File: config.mk
export PLATFORM = sky130hd
export DESIGN_NAME = wddl_precharge_input
export DESIGN_NICKNAME = d
export VERILOG_FILES = /design/src/rtl/wddl_pkg.sv /design/src/rtl/precharge_input.sv /design/src/rtl/wddl_precharge_input.sv
export SDC_FILE = /design/constraint.sdc
export NUM_CORES = 1
export LEC_CHECK = 0
export BUFFER_PORTS_ARGS = -buffer_cell sky130_fd_sc_hd__buf_2
export CAP_MARGIN = 25
export CORE_AREA = 3 3 40 42
export DETAILED_ROUTE_END_ITERATION = 6
export DIE_AREA = 0 0 43 45
export PLACE_DENSITY = 0.3
export SKIP_CTS_REPAIR_TIMING = 1
export SYNTH_ARGS = -nofsm -noshare
export SYNTH_HDL_FRONTEND = slang
export SYNTH_SLANG_ARGS = --single-unit
File: constraint.sdc
create_clock -name clk -period 1 [get_ports clk]
set_clock_uncertainty 0.1 [all_clocks]
set_input_delay 0.3 -clock clk [delete_from_list [all_inputs] [get_ports clk]]
set_output_delay 0.3 -clock clk [all_outputs]
set_load 0.05 [all_outputs]
File: src/rtl/wddl_pkg.sv
// Shared WDDL types and phase constants for the single-rail to dual-rail front end.
package wddl_pkg;

    typedef struct packed {
        logic t;
        logic f;
    } dual_rail_t;

    localparam dual_rail_t WDDL_SPACER = '{t: 1'b0, f: 1'b0};

    localparam logic PH_PRECHARGE = 1'b1;
    localparam logic PH_EVALUATE  = 1'b0;

endpackage

File: src/rtl/precharge_input.sv
// Converts one single-rail bit into a precharged WDDL pair (0/0 spacer during precharge).
module precharge_input
    import wddl_pkg::*;
(
    input  logic a_i,
    input  logic prechrg_i,
    output logic a_o,
    output logic not_a_o
);

    logic w_eval;

    // Inversion happens only here, before the precharge gate, so downstream rails stay monotonic.
    assign w_eval  = (prechrg_i == PH_EVALUATE);
    assign a_o     = w_eval & a_i;
    assign not_a_o = w_eval & ~a_i;

endmodule

File: src/rtl/wddl_precharge_input.sv
// WDDL front end: precharged A/B pairs, WDDL AND stage and dual-rail capture register.
// Optional sticky input-stability checker (err_o) enabled by defining WDDL_STABLE_CHECK_EN.
module wddl_precharge_input
    import wddl_pkg::*;
(
    input  logic clk,
    input  logic rst,
    input  logic prechrg_i,
    input  logic a_i,
    input  logic b_i,
    output logic a_o,
    output logic not_a_o,
    output logic and_o,
    output logic nand_o,
    output logic q_o,
`ifdef WDDL_STABLE_CHECK_EN
    output logic qbar_o,
    output logic err_o
`else
    output logic qbar_o
`endif
);

    dual_rail_t w_a;
    dual_rail_t w_b;
    dual_rail_t w_and;
    dual_rail_t r_q;

    precharge_input u_pre_a (
        .a_i       (a_i),
        .prechrg_i (prechrg_i),
        .a_o       (w_a.t),
        .not_a_o   (w_a.f)
    );

    precharge_input u_pre_b (
        .a_i       (b_i),
        .prechrg_i (prechrg_i),
        .a_o       (w_b.t),
        .not_a_o   (w_b.f)
    );

    // Positive-only gates: spacer in gives spacer out, so 1/1 can never appear.
    assign w_and.t = w_a.t & w_b.t;
    assign w_and.f = w_a.f | w_b.f;

    assign a_o     = w_a.t;
    assign not_a_o = w_a.f;
    assign and_o   = w_and.t;
    assign nand_o  = w_and.f;

    // NOTE: sequential state uses non-blocking assignments so all flops sample pre-edge values.
    always_ff @(posedge clk or posedge rst) begin
        if (rst) begin
            r_q <= WDDL_SPACER;
        end else if (prechrg_i == PH_EVALUATE) begin
            r_q <= w_and;
        end
    end

    assign q_o    = r_q.t;
    assign qbar_o = r_q.f;

`ifdef WDDL_STABLE_CHECK_EN
    logic r_prev_eval;
    logic r_a_s;
    logic r_b_s;
    logic r_err;

    // Error only when two back-to-back edges both fall in evaluate and the operands moved between them.
    always_ff @(posedge clk or posedge rst) begin
        if (rst) begin
            r_prev_eval <= 1'b0;
            r_a_s       <= 1'b0;
            r_b_s       <= 1'b0;
            r_err       <= 1'b0;
        end else begin
            r_prev_eval <= (prechrg_i == PH_EVALUATE);
            r_a_s       <= a_i;
            r_b_s       <= b_i;
            if (r_prev_eval && (prechrg_i == PH_EVALUATE) &&
                ((a_i != r_a_s) || (b_i != r_b_s))) begin
                r_err <= 1'b1;
            end
        end
    end

    assign err_o = r_err;
`endif

endmodule

==> tab_implementation.tex <==
\begin{tabular}{lr}
\hline
Metric & Value \\
\hline
\multicolumn{2}{l}{\textbf{Status}} \\
Status & finished, violations left \\
Violated checks & negative setup slack \\
\multicolumn{2}{l}{\textbf{Routing}} \\
Number of detailed-routing iterations run before antenna repair & 1 \\
Detail-routed via count per cell & 3.45 \\
Remaining antenna violation count & 0 \\
Wirelength, routed & between 300 and 400 um \\
Average wire per cell in the routed design & 8.83 um \\
Via count of the routed design & between 100 and 150 \\
Initial detailed-routing violation count & 0 \\
Residual DRC & 0 \\
\multicolumn{2}{l}{\textbf{CTS}} \\
Total number of H-tree levels & 1 \\
Clock tree root buffer cell & sky130\_fd\_sc\_hd\_\_clkbuf\_4 \\
Deepest clock path buffer count & 2 \\
Clock tree from TritonCTS & done \\
Clock latency on the worst-skew pair & 0.22 ns \\
Number of buffers created by CTS & 3 \\
Register clock-pin slew on the reported worst setup and hold paths & 0.03 ns \\
\# clock sinks & 2 \\
\multicolumn{2}{l}{\textbf{Logic synthesis}} \\
Count of state elements after synthesis & 2 \\
Sequential fraction of the synthesis area & around 52\% \\
Post-Syn Instances & 10 \\
Most area-hungry cell type in the Yosys netlist & sky130\_fd\_sc\_hd\_\_dfrtp\_1 \\
Yosys synthesis warning count & 0 \\
Post-synth design cell area & 96.3 um2 \\
Number of distinct standard cells referenced by the synthesized netlist & 7 \\
Post-Synthesis Net Count & 15 \\
Average instance area after synthesis & 9.63 um2 \\
Area share of the largest cell type after synthesis & around half \\
Cell types with the largest area share after synthesis & sky130\_fd\_sc\_hd\_\_dfrtp\_1 (52\%), sky130\_fd\_sc\_hd\_\_a21oi\_1 (10\%), sky130\_fd\_sc\_hd\_\_and2b\_2 (9.1\%), sky130\_fd\_sc\_hd\_\_and3b\_1 (9.1\%), sky130\_fd\_sc\_hd\_\_a21o\_1 (7.8\%) \\
\multicolumn{2}{l}{\textbf{Job}} \\
Max-capacitance violation count & 0 \\
\multicolumn{2}{l}{\textbf{Setup path}} \\
Arr. time, crit path & 0.83 ns \\
Sort of element at the end of the critical path & output pin \\
Largest fanout on the critical path & 4 \\
Classification of the worst setup path & input port to output pin \\
Nature of the critical path startpoint & input port \\
Required arrival time at the worst endpoint & 0.60 ns \\
\multicolumn{2}{l}{\textbf{Cells and area}} \\
Layout overhead on the synthesized area & 221\% \\
Number of antenna repair diodes & 0 \\
Fraction of final layout cells with drive strength greater than 1 & 81.5\% \\
Total Nets Final & 34 \\
Leading cell types in the layout, fill and taps excluded & sky130\_fd\_sc\_hd\_\_buf\_6 (6), sky130\_fd\_sc\_hd\_\_clkbuf\_4 (3), sky130\_fd\_sc\_hd\_\_buf\_8 (3) \\
Leading cell type in the layout, fill and taps excluded & sky130\_fd\_sc\_hd\_\_buf\_6 \\
\multicolumn{2}{l}{\textbf{Global route}} \\
Most used routing layer & met4 \\
Aggregate global-route resource usage & around 4.2\% \\
Routing usage on met1 & 3.83\% \\
Vias in the first global route & 158 \\
Met2 layer usage reported by global route & 5.99\% \\
Global-route wire length before repair & 517 um \\
GRT overflow & 0 \\
Initial antenna violation count & 0 \\
Pin count of the biggest net entering global routing & 5 \\
GR Layer Usage met3 & under 10\% \\
\multicolumn{2}{l}{\textbf{Placed design}} \\
IO buf count & 10 \\
Setup WS pre-CTS & -0.345 ns \\
Gpl congestion & 0.699 \\
\multicolumn{2}{l}{\textbf{Hold path}} \\
Type of the most critical hold path & input port to register \\
\multicolumn{2}{l}{\textbf{STA}} \\
Setup violation total in the final timing report & 6 \\
RSZ-0062 raised after global routing & true \\
Timing-limited maximum frequency & 815 MHz \\
Setup slack of the critical path after layout & -0.227 ns \\
Tightest Pin Transition & between 0.1 and 0.15 ns \\
Period Utilization, post-route & 123\% \\
Final critical delay including setup and external delays & between 1 and 1.5 ns \\
Slew margin rel. & 92.7\% \\
Hold violation count in the final report & 0 \\
Number of slew-limit violations in the final report & 0 \\
\multicolumn{2}{l}{\textbf{Floorplan}} \\
Y dimension of the die & 45 um \\
Standard-cell row count & 13 \\
Horizontal die dimension & 43 um \\
Die ar. & 1940 um2 \\
Starting density of the core & 7.50\% \\
Ports & 11 \\
Area of the core & 1280 um2 \\
\multicolumn{2}{l}{\textbf{Power and ir drop}} \\
Pwr/cell area & $\sim$1300 nW/um2 \\
Total design power & 415 uW \\
Worst IR drop on VDD & around 0.00028 V \\
Pleak & about 0.16 nW \\
\hline
\end{tabular}
==> per-stage QoR <==
stage / hold WS, ns / util [%] / std cells / TNS (ns) / instance area, um2
floorplan: -0.0588 / - / 10 / -0.155 / 120
global placement: 0.0452 / 15.9 / 37 / -1.26 / 204
detailed placement: 0.0573 / 15.9 / 37 / -1.31 / 204
CTS: -0.182 / 17.6 / 40 / -1.74 / 226
global route: 0.351 / 24.1 / 42 / -1.21 / 309
finish: 0.345 / 24.1 / 42 / -1.09 / 309
==> power breakdown <==
part           internal (mW)  switching (mW)  total, mW
Clock                  0.132          0.0419      0.174
Combinational         0.0666          0.0820      0.149
Sequential            0.0890         0.00405     0.0930
==> worst paths after layout <==
kind | start | end | slack, ns | cells after the start
worst min-delay path | prechrg_i | qbar_o | 0.34 | 4
worst max-delay path | prechrg_i | and_o | -0.23 | 3
worst min register to register | q_o | q_o | 0.39 | 1
min in group asynchronous | rst | q_o | 0.38 | 3
max in group asynchronous | rst | qbar_o | 0.29 | 3
worst max register to register | q_o | q_o | 0.22 | 1
==> state kept, by name, summed over array words and instances (netlist names) <==
name / cells
qbar_o: 1
q_o: 1
==> layout make-up <==
cell class                      instances  area, um2
Clock buffer                            3       22.5
Fill cell                             139        976
Inverter                                2       7.51
Multi-Input combinational cell          6       60.1
Sequential cell                         2       52.6
Tap cell                               15       18.8
Timing Repair Buffer                   14        148
==> layer usage <==
metal | vias to the layer above | wire [um]
li1 | 67 | -
met1 | 67 | 125
met2 | 11 | 200
met3 | 0 | 45
met4 | 0 | 0
met5 | - | 0
==> cell families (layout without fill, tap and decap cells) <==
family | Yosys count | in the layout | share of synthesized area (%)
buffers and inverters | 2 | 19 | 7.80
AND/OR/NAND/NOR | 3 | 3 | 22.1
flip-flops | 2 | 2 | 52.0
AO/OA/AOI/OAI | 3 | 3 | 18.2
==> worst max-delay path, stage by stage <==
cell and delay [ns]:
sky130_fd_sc_hd__buf_8 0.10, sky130_fd_sc_hd__and3b_2 0.27, sky130_fd_sc_hd__buf_8 0.15
==> cells in the mapped netlist, drive strengths merged <==
cell type and count:
and2b 1, a21oi 2, nor2 1, a21o 1
dfrtp 2, and3b 1, inv 2
Power figures use the tool's default switching activity.
